===== src/rtl/idct_stream_arbiter.sv =====
// rtl/idct_stream_arbiter.sv - round-robin block arbiter sharing one IDCT stream core between N requesters
// Purpose: grants the core input to one requester per 64-coefficient block, remembers the block
//          owner in a tag FIFO, and routes each 64-sample output block back to its owner in order.
// Ports:   clock, reset_n           clock and asynchronous active-low reset
//          s_tdata/s_tvalid/s_tready     per-requester coefficient streams (channel k at slice k)
//          core_s_tdata/_tvalid/_tready  stream into the IDCT core
//          core_m_tdata/_tvalid/_tready  stream out of the IDCT core
//          m_tdata/m_tvalid/m_tready     shared result data, one-hot valid, per-channel ready
//          busy                          grant active or blocks outstanding
//          err_orphan                    sticky: core produced output with no owner recorded
//          prio                          (only with IDCT_ARB_PRIO_EN) per-channel priority request
// Macro:   IDCT_ARB_PRIO_EN adds the prio input; undefined gives pure round-robin.
`ifndef WIN
`define WIN 12
`endif
`ifndef WOUT
`define WOUT 9
`endif

module idct_stream_arbiter #(
    parameter int N         = 4,
    parameter int IDW       = 2,
    parameter int TAG_DEPTH = 4
) (
    input  logic                  clock,
    input  logic                  reset_n,
`ifdef IDCT_ARB_PRIO_EN
    input  logic [N-1:0]          prio,
`endif
    input  logic [N*`WIN-1:0]     s_tdata,
    input  logic [N-1:0]          s_tvalid,
    output logic [N-1:0]          s_tready,
    output logic [`WIN-1:0]       core_s_tdata,
    output logic                  core_s_tvalid,
    input  logic                  core_s_tready,
    input  logic [`WOUT-1:0]      core_m_tdata,
    input  logic                  core_m_tvalid,
    output logic                  core_m_tready,
    output logic [`WOUT-1:0]      m_tdata,
    output logic [N-1:0]          m_tvalid,
    input  logic [N-1:0]          m_tready,
    output logic                  busy,
    output logic                  err_orphan
);
    localparam int PW = $clog2(TAG_DEPTH);
    localparam logic [PW:0] PTR_ONE = {{PW{1'b0}}, 1'b1};

    typedef enum logic {IDLE = 1'b0, XFER = 1'b1} state_t;

    state_t          state_q, state_d;
    logic [IDW-1:0]  gnt_q;
    logic [IDW-1:0]  rr_ptr_q;
    logic [5:0]      in_cnt_q;
    logic [5:0]      out_cnt_q;
    logic [IDW-1:0]  tag_mem_q [TAG_DEPTH];
    logic [PW:0]     wr_ptr_q, rd_ptr_q;
    logic            err_orphan_q;

    logic            fifo_empty, fifo_full;
    logic [IDW-1:0]  head;
    logic [N-1:0]    req;
    logic            sel_found;
    logic [IDW-1:0]  sel_idx, cand, rr_next;
    logic            grant_take, in_hs, out_hs, pop;

    // Extra pointer bit distinguishes full from empty when the index bits match.
    assign fifo_empty = (wr_ptr_q == rd_ptr_q);
    assign fifo_full  = (wr_ptr_q[PW] != rd_ptr_q[PW]) &&
                        (wr_ptr_q[PW-1:0] == rd_ptr_q[PW-1:0]);
    assign head       = tag_mem_q[rd_ptr_q[PW-1:0]];

    // Round-robin search: walk offsets from the far end down so offset 0 (rr_ptr) wins last.
    always_comb begin
        req = s_tvalid;
`ifdef IDCT_ARB_PRIO_EN
        if (|(s_tvalid & prio)) begin
            req = s_tvalid & prio;
        end
`endif
        sel_found = 1'b0;
        sel_idx   = '0;
        cand      = '0;
        for (int i = N - 1; i >= 0; i--) begin
            cand = IDW'((int'(rr_ptr_q) + i) % N);
            if (req[cand]) begin
                sel_found = 1'b1;
                sel_idx   = cand;
            end
        end
        rr_next = IDW'((int'(sel_idx) + 1) % N);
    end

    // FSM state register
    always_ff @(posedge clock or negedge reset_n) begin
        if (!reset_n) begin
            state_q <= IDLE;
        end else begin
            state_q <= state_d;
        end
    end

    // FSM next state; the full check uses the registered count, so a same-cycle pop
    // does not unblock the grant until the following cycle.
    always_comb begin
        state_d    = state_q;
        grant_take = 1'b0;
        case (state_q)
            IDLE: begin
                if (!fifo_full && sel_found) begin
                    grant_take = 1'b1;
                    state_d    = XFER;
                end
            end
            XFER: begin
                if (in_hs && (in_cnt_q == 6'd63)) begin
                    state_d = IDLE;
                end
            end
            default: state_d = IDLE;
        endcase
    end

    // FSM outputs: the granted channel is wired straight through to the core input.
    always_comb begin
        s_tready      = '0;
        core_s_tvalid = 1'b0;
        core_s_tdata  = '0;
        if (state_q == XFER) begin
            s_tready[gnt_q] = core_s_tready;
            core_s_tvalid   = s_tvalid[gnt_q];
            core_s_tdata    = s_tdata[gnt_q*`WIN +: `WIN];
        end
        in_hs = core_s_tvalid & core_s_tready;
    end

    // Output routing follows the oldest outstanding tag, purely combinational.
    always_comb begin
        m_tvalid      = '0;
        m_tdata       = '0;
        core_m_tready = 1'b0;
        out_hs        = 1'b0;
        if (!fifo_empty) begin
            m_tvalid[head] = core_m_tvalid;
            m_tdata        = core_m_tdata;
            core_m_tready  = m_tready[head];
            out_hs         = core_m_tvalid & m_tready[head];
        end
        pop = out_hs && (out_cnt_q == 6'd63);
    end

    always_ff @(posedge clock or negedge reset_n) begin
        if (!reset_n) begin
            gnt_q        <= '0;
            rr_ptr_q     <= '0;
            in_cnt_q     <= '0;
            out_cnt_q    <= '0;
            wr_ptr_q     <= '0;
            rd_ptr_q     <= '0;
            err_orphan_q <= 1'b0;
            for (int i = 0; i < TAG_DEPTH; i++) begin
                tag_mem_q[i] <= '0;
            end
        end else begin
            if (grant_take) begin
                gnt_q                        <= sel_idx;
                rr_ptr_q                     <= rr_next;
                tag_mem_q[wr_ptr_q[PW-1:0]]  <= sel_idx;
                wr_ptr_q                     <= wr_ptr_q + PTR_ONE;
            end
            if (in_hs) begin
                in_cnt_q <= in_cnt_q + 6'd1;
            end
            if (out_hs) begin
                out_cnt_q <= out_cnt_q + 6'd1;
            end
            if (pop) begin
                rd_ptr_q <= rd_ptr_q + PTR_ONE;
            end
            if (core_m_tvalid && fifo_empty) begin
                err_orphan_q <= 1'b1;
            end
        end
    end

    assign busy       = (state_q == XFER) | !fifo_empty;
    assign err_orphan = err_orphan_q;

endmodule


===== config.mk =====
export PLATFORM = sky130hd
export DESIGN_NAME = idct_stream_arbiter
export DESIGN_NICKNAME = d
export VERILOG_FILES = /design/src/rtl/idct_stream_arbiter.sv
export SDC_FILE = /design/constraint.sdc
export NUM_CORES = 1
export LEC_CHECK = 0
export CORE_UTILIZATION = 37
export DETAILED_ROUTE_END_ITERATION = 8
export GPL_TIMING_DRIVEN = 0
export PLACE_DENSITY = 0.86
export SLEW_MARGIN = 25
export SYNTH_ARGS = -nofsm -noshare
export SYNTH_HDL_FRONTEND = slang
export SYNTH_SLANG_ARGS = --single-unit

===== constraint.sdc =====
create_clock -name clock -period 1.85 [get_ports clock]
set_input_delay 0.185 -clock clock [delete_from_list [all_inputs] [get_ports clock]]
set_output_delay 0.185 -clock clock [all_outputs]
set_load 0.05 [all_outputs]

# [Yosys cells after proc, flatten, opt, wreduce, memory -nomap -nowiden]
# Cells that the tools add are included.
[classes] order_cmp=11 mux=41 multipliers=1 n_shift=1 eq_ne=5 addsub=8 bitwise_logic=8 reduce_logical=10
[ops] operator="variable part select 48 x 7 -> 12 bit" n=1
[ops] operator="less-than comparator 2 x 3 -> 1 bit, second input constant" n=6
[ops] operator="two-way mux 1 bit" n=18
[ops] operator="two-way mux 2 bit" n=7
[ops] operator="adder 6 x 1 -> 6 bit, second input constant" n=2
[ops] operator="binary-select mux 1 bit (select 2 bit)" n=6
[ops] operator="equality test 6 bit, second input constant" n=2
[ops] operator="two-way mux 12 bit" n=1
[ops] operator="two-way mux 9 bit" n=1
[ops] operator="AND 4 bit" n=2
[ops] operator="bitwise mux 8 bit" n=1
[ops] operator="logical AND 1 bit" n=8
[ops] operator="two-way mux 4 bit" n=2
[ops] operator="adder 3 x 1 -> 3 bit, second input constant" n=2
[ops] operator="greater-or-equal comparator 3 bit, second input constant" n=2
[ops] operator="NOT 2 -> 3 bit" n=2
[ops] operator="adder 2 x 1 -> 2 bit, second input constant" n=2
[ops] operator="adder 2 bit, second input constant" n=2
[ops] operator="binary-select mux 2 bit (select 2 bit)" n=1
[ops] operator="demux 1 bit (select 2 bit)" n=2
[ops] operator="demux 2 bit (select 2 bit)" n=1
[ops] operator="greater-or-equal comparator 2 x 1 -> 1 bit, second input constant" n=2
[ops] operator="multiplier 2 x 2 -> 4 bit, second input constant" n=1
[ops] operator="equality test 3 bit" n=1
[ops] operator="other kinds (8)" n=10
[word_totals] wordCells=97 output_inout_bits=33 inputBits=69 register_bits=32

# [Logic depth before layout (Yosys ltp)]
[logic_depth] depth_word=10 depth_mapped=7 mapped_depth_nobuf=5

# [Worst setup path before layout]
# OpenSTA, ideal clock, no wires.
[synth_path] path_type="flip-flop to output port" start="reg rd_ptr_q[0]" end="out m_tvalid[1]" required_time_ps=1665 arrival_ps=2231 path_buffers=1 stages_incl_launch_ff=4 slack_ps=-566 path_cell_list="dfrtp_1 > buf_6 > mux4_2 > nor3b_1"
[synth_via] elab_chain_cells=10 word_cells_on_any_way=12 classes_between="order compare (2); eq/ne (1); mux (6); bitwise (2); reduce/logical (1)"
[synth_lines] element="from (decl)" line_no="56" rtl="logic [PW:0] wr_ptr_q, rd_ptr_q;"
[synth_lines] element="from (signal assigned)" line_no="177" rtl="rd_ptr_q <= rd_ptr_q + PTR_ONE;"
[synth_lines] element="NOT 2 -> 3 bit (implied by the code)" line_no="70" rtl="assign head = tag_mem_q[rd_ptr_q[PW-1:0]];"
[synth_lines] element="binary-select mux 2 bit (select 2 bit)" line_no="70"
[synth_lines] element="two-way mux 2 bit (implied by the code) (2 in a row)" line_no="70"
[synth_lines] element="less-than comparator 2 x 3 -> 1 bit (implied by the code) or greater-or-equal comparator 2 x 1 -> 1 bit (tied branches)" line_no="143" rtl="m_tvalid[head] = core_m_tvalid;"
[synth_lines] element="logical AND 1 bit (implied by the code)" line_no="143"
[synth_lines] element="two-way mux 1 bit (implied by the code)" line_no="143"
[synth_lines] element="demux 1 bit (select 2 bit)" line_no="143"
[synth_lines] element="AND 4 bit (no source line)"
[synth_lines] element="two-way mux 4 bit (*)" line_no="142" rtl="if (!fifo_empty) begin"
[synth_lines] element="to (decl)" line_no="40" rtl="output logic [N-1:0] m_tvalid,"
# Mark *: on every way between the ends. The rest lies on a longest branch, timed or not. The select of a mux whose other input is x is not followed.

# [Worst setup path after layout]
[layout_path] start="reg rd_ptr_q[0]" end="out core_m_tready"
[layout_via] elab_chain_cells=7 word_cells_on_any_way=8 classes_between="eq/ne (1); mux (6); bitwise (1)"
[layout_lines] element="NOT 2 -> 3 bit (implied by the code)" line_no="70"
[layout_lines] element="binary-select mux 2 bit (select 2 bit)" line_no="70"
[layout_lines] element="two-way mux 2 bit (implied by the code) (2 in a row)" line_no="70"
[layout_lines] element="binary-select mux 1 bit (select 2 bit)" line_no="145" rtl="core_m_tready = m_tready[head];"
[layout_lines] element="two-way mux 1 bit (implied by the code)" line_no="145"
[layout_lines] element="two-way mux 1 bit (*)" line_no="142"
[layout_lines] element="to (decl)" line_no="38" rtl="output logic core_m_tready,"
# Marks and branches as above.

==> impl.org <==
** Synth
- Post-synth top area cell :: sky130_fd_sc_hd__dfrtp_1
- Number of flip-flops and latches in the synthesized netlist :: 32
- Synth top area cells :: sky130_fd_sc_hd__dfrtp_1, sky130_fd_sc_hd__mux4_2, sky130_fd_sc_hd__xnor2_1
- During synthesis, Yosys emitted a total of 0 warnings.
- Post-synthesis net count :: 262
- Mean instance size in the synthesized netlist :: 11.5 um2
- Area fraction of the dominant cell type after synthesis :: 37.4%
- After synthesis the cells add up to 0.00214 mm2.
- Sequential cell area fraction in the yosys report :: 37.4%
- Cells after Synth :: 186
- The netlist uses 38 different library cells.

** STA
- Max-slew headroom :: 28.0%
- After layout, the worst path uses 121% of the clock period.
- Across all hold checks on the routed design, the worst slack comes to 0.470 ns.
- Max Slew Vio Count :: 0
- For the finished layout, the period the worst path requires is 2.23 ns.
- At the pin with the least slew margin, the transition time is 1.07 ns.
- The number of hold violations in the final report came to 0.
- Final setup skew :: 0.0104 ns
- Setup repair after global routing could not meet its margin everywhere.
- Upper clock frequency limit :: 0.448 GHz
- Minimum setup slack in the final design :: -0.380 ns
- Setup violations remaining at the end of the flow were counted as 53.

** Detailed routing
- First-pass detailed-route iteration total :: 4
- After detailed routing, no signal wire sits above met4.
- The final route contains 2212 vias.
- Detail-routed via count per cell :: 5.50
- In the detailed route, the total length drawn on met2 is 4.31 mm.
- Antenna Nets Post-Route :: 0
- For this block, the initial DRC count from the detailed router was 196.
- After detailed routing, the met3 layer carries 646 um of wire.
- After detailed routing, the average wire length per cell comes to 21.9 um.
- After detailed routing, the number of remaining DRC violations is 0.
- Met1 WL :: 3.38 mm
- For this block, the routed nets add up to 8.79 mm of wire.

** Worst setup path
- The worst register-to-register path ends at rd_ptr_q[1]$_DFFE_PN0P_.
- In this run the critical register-to-register path is launched from rd_ptr_q[0]$_DFFE_PN0P_.
- R2r setup slk :: -0.38 ns
- Worst path most repeated cell :: sky130_fd_sc_hd__buf_6
- Startpoint types :: flop
- The critical path goes through buf_6 -> mux4_2 -> mux2i_2 -> o22ai_4 -> buf_6.
- For the worst setup path, the data required time is 1.66 ns.
- The largest individual stage delay along the critical path comes from the cell sky130_fd_sc_hd__mux4_2.
- In this run the worst path has a maximum fanout of 6.
- On the worst path, the slowest cell contributes a delay of 0.62 ns.
- Endpoint kind of the worst setup timing path :: output port
- Endpoint arrival time on the critical path :: 2.05 ns
- By startpoint and endpoint, the worst setup path is classified as flop to output port.
- Worst Reg2Reg Path Length in Cells :: 7

** Min path
- Hold Path Depth :: 1
- End of the worst hold path :: in_cnt_q[5]$_DFFE_PN0P_
- Path type of the worst min-delay path :: flop to flop
- Worst Hold Launch :: in_cnt_q[5]$_DFFE_PN0P_

** Cells and area
- Cells with a size suffix above 1 make up 47.3% of the layout.
- In the final design database the tool counted 406 nets.
- Antenna Cells :: 0
- The library cell used most frequently in the layout, excluding fill and tap cells, is sky130_fd_sc_hd__clkdlybuf4s50_1.
- The area growth from synthesis to layout is 84.6%.
- In the layout the commonest cells are sky130_fd_sc_hd__clkdlybuf4s50_1, sky130_fd_sc_hd__buf_6, sky130_fd_sc_hd__dfrtp_1.
- Final instance count without filler cells :: 402
- Storage cell area :: 806 um2
- The filler cells instantiated in the layout total 330.
- In the final layout, the multi-input gates occupy 0.00147 mm2.

** Floorplan
- The die covers 0.00610 mm2.
- In this run the count of I/O pins placed on the die edge is 102.
- Height of the die :: 78.1 um
- Measured along the x axis, the die boundary spans 78.1 um.
- Cell Rows :: 27
- The floorplan step defined a core boundary enclosing 0.00554 mm2.
- Initial standard-cell utilization of the core :: 38.7%

** Clocking
- The clock tree synthesis step divided the H-tree into 2 levels.
- At the later pin of the worst-skew pair, clock insertion delay measures 0.29 ns.
- Clock tree buffer depth :: 2
- Root buf cell :: sky130_fd_sc_hd__clkbuf_8
- Clock transition at path regs :: 0.06 ns
- Clk sink count :: 32
- TritonCTS clock tree :: done
- Buffers inserted during clock tree synthesis total 5.

** Power
- Post-route total power :: 6.48 mW
- P per Cell Area :: 1640 mW/mm2
- The worst-case IR drop observed on VDD is 0.000986 V.
- Leak Pwr :: 1.71 nW

** Global routing
- Maximum number of pins on one net before global-route repair :: 33
- The via count of the first global-routing pass was 2108.
- First-pass GRT wire length :: 10.3 mm
- After global routing the overflow that remains totals 0.
- The initial antenna violation count was 0.
- Across every metal layer, demand over resource in global routing totals 21.9%.

** Placement
- The congestion estimate from routability-driven global placement came to 0.770.
- Detailed placement ended at an HPWL of 4.33 mm.
- After detailed placement, the design holds a cell count of 359.
- Port buffering added 101 buffers.

** Outcome
- Failing checks :: negative setup slack
- The run finished, with violations left.

** Job
- Reported max-cap violation count :: 0
[timing repair]
| action | in CTS | in global routing |
|---|---|---|
| buffers inserted | 20 | 14 |
| setup endpoints to repair | 48 | 58 |
| cloned | 1 | 0 |
| endpoints found under the hold margin | 32 | 0 |
| gates resized for setup | 235 | 75 |
| pin swaps | 7 | 5 |
| hold buffers | 1 | 0 |
[through the flow]
stage	setup slack [ns]	setup TNS [ns]	area (um2)	utilization [%]
3_5_place_dp	-0.780	-18.30	3260	58.9
3_3_place_gp	-0.756	-16.40	3270	59.0
6_report	-0.380	-10.14	3960	71.4
5_1_grt	-0.438	-13.11	3960	71.4
2_1_floorplan	-0.360	-2.04	2170	-
4_1_cts	-0.304	-3.87	3630	65.6
[area by class of cell]
cell class              count  area share (%)
multi-input cells         143            37.2
inverters                   3           0.285
well taps                  72            2.28
flip-flops and latches     32            20.4
clock buffers               6            1.83
plain buffers               8            2.34
clock inverters             1           0.127
repair buffers            137            35.6
[synth_stat cells]
master,n
sky130_fd_sc_hd__nor3b_1,3
sky130_fd_sc_hd__and4_1,2
sky130_fd_sc_hd__nor2_1,10
sky130_fd_sc_hd__nor2b_1,1
sky130_fd_sc_hd__nand2_1,14
sky130_fd_sc_hd__nor3_1,3
sky130_fd_sc_hd__a31o_1,1
sky130_fd_sc_hd__inv_1,3
sky130_fd_sc_hd__nand4_1,2
sky130_fd_sc_hd__buf_2,4
sky130_fd_sc_hd__ha_1,7
sky130_fd_sc_hd__nand2_4,1
sky130_fd_sc_hd__buf_1,1
sky130_fd_sc_hd__nand3_2,1
sky130_fd_sc_hd__o31ai_1,1
sky130_fd_sc_hd__xor2_1,5
sky130_fd_sc_hd__xnor2_1,16
sky130_fd_sc_hd__a31o_2,1
sky130_fd_sc_hd__mux4_2,15
sky130_fd_sc_hd__mux2_4,1
sky130_fd_sc_hd__or2_2,1
sky130_fd_sc_hd__nand4b_1,1
sky130_fd_sc_hd__nand3_1,6
sky130_fd_sc_hd__nand2b_1,3
sky130_fd_sc_hd__buf_6,1
sky130_fd_sc_hd__a211oi_1,2
sky130_fd_sc_hd__dfrtp_1,32
sky130_fd_sc_hd__and2_1,22
sky130_fd_sc_hd__a221oi_2,1
sky130_fd_sc_hd__a21oi_1,2
sky130_fd_sc_hd__and3_1,1
sky130_fd_sc_hd__mux2i_1,4
sky130_fd_sc_hd__clkbuf_1,2
sky130_fd_sc_hd__mux2_2,10
sky130_fd_sc_hd__o21ai_0,3
sky130_fd_sc_hd__mux2_1,1
sky130_fd_sc_hd__o22ai_4,1
sky130_fd_sc_hd__o21a_1,1
[sequential cells by signal, indices dropped and copies added (netlist names)]
signal,count
state_q,1
err_orphan,1
in_cnt_q,6
out_cnt_q,6
tag_mem_q,8
gnt_q,2
wr_ptr_q,3
rr_ptr_q,2
rd_ptr_q,3
[worst max path at each step]
stage                         endpoint               startpoint  depth (start not counted)  slack, ns
5_1_grt                  core_m_tready  rd_ptr_q[0]$_DFFE_PN0P_                          5      -0.44
2_1_floorplan  rd_ptr_q[1]$_DFFE_PN0P_  rd_ptr_q[0]$_DFFE_PN0P_                          6      -0.36
4_1_cts        rd_ptr_q[1]$_DFFE_PN0P_  rd_ptr_q[0]$_DFFE_PN0P_                          7      -0.30
6_report                 core_m_tready  rd_ptr_q[0]$_DFFE_PN0P_                          5      -0.38
3_5_place_dp             core_m_tready  rd_ptr_q[0]$_DFFE_PN0P_                          5      -0.78
3_3_place_gp             core_m_tready  rd_ptr_q[0]$_DFFE_PN0P_                          5      -0.76
[where the power goes]
part / switching, mW / internal, mW
registers: 0.260 / 0.976
clock network: 0.268 / 0.256
logic: 2.42 / 2.30
[worst max-delay path, delay by kind of cell (launching register included)]
family	cells	cell delay, ns
flops	1	0.38
compound gates	1	0.12
buf+inv	2	0.31
mux	2	0.94
[kinds of logic (layout without fill, tap and decap cells)]
| kind of cell | count (synthesis) | after routing | share of synthesized area [%] |
|---|---|---|---|
| adders and majority gates | 7 | 7 | 4.09 |
| AOI/OAI and AO/OA | 13 | 13 | 5.02 |
| muxes | 31 | 31 | 24.1 |
| buffers and inverters | 11 | 155 | 2.51 |
| xor gates and xnor gates | 21 | 21 | 8.58 |
| and+or+nand+nor | 71 | 71 | 18.3 |
| DFF | 32 | 32 | 37.4 |
[per-layer routing]
metal,GRT usage [%],vias to the layer above
li1,-,948
met1,26.0,1104
met2,37.8,121
met3,5.00,39
met4,9.63,0
met5,0,-
(Power assumes the default switching activity.)
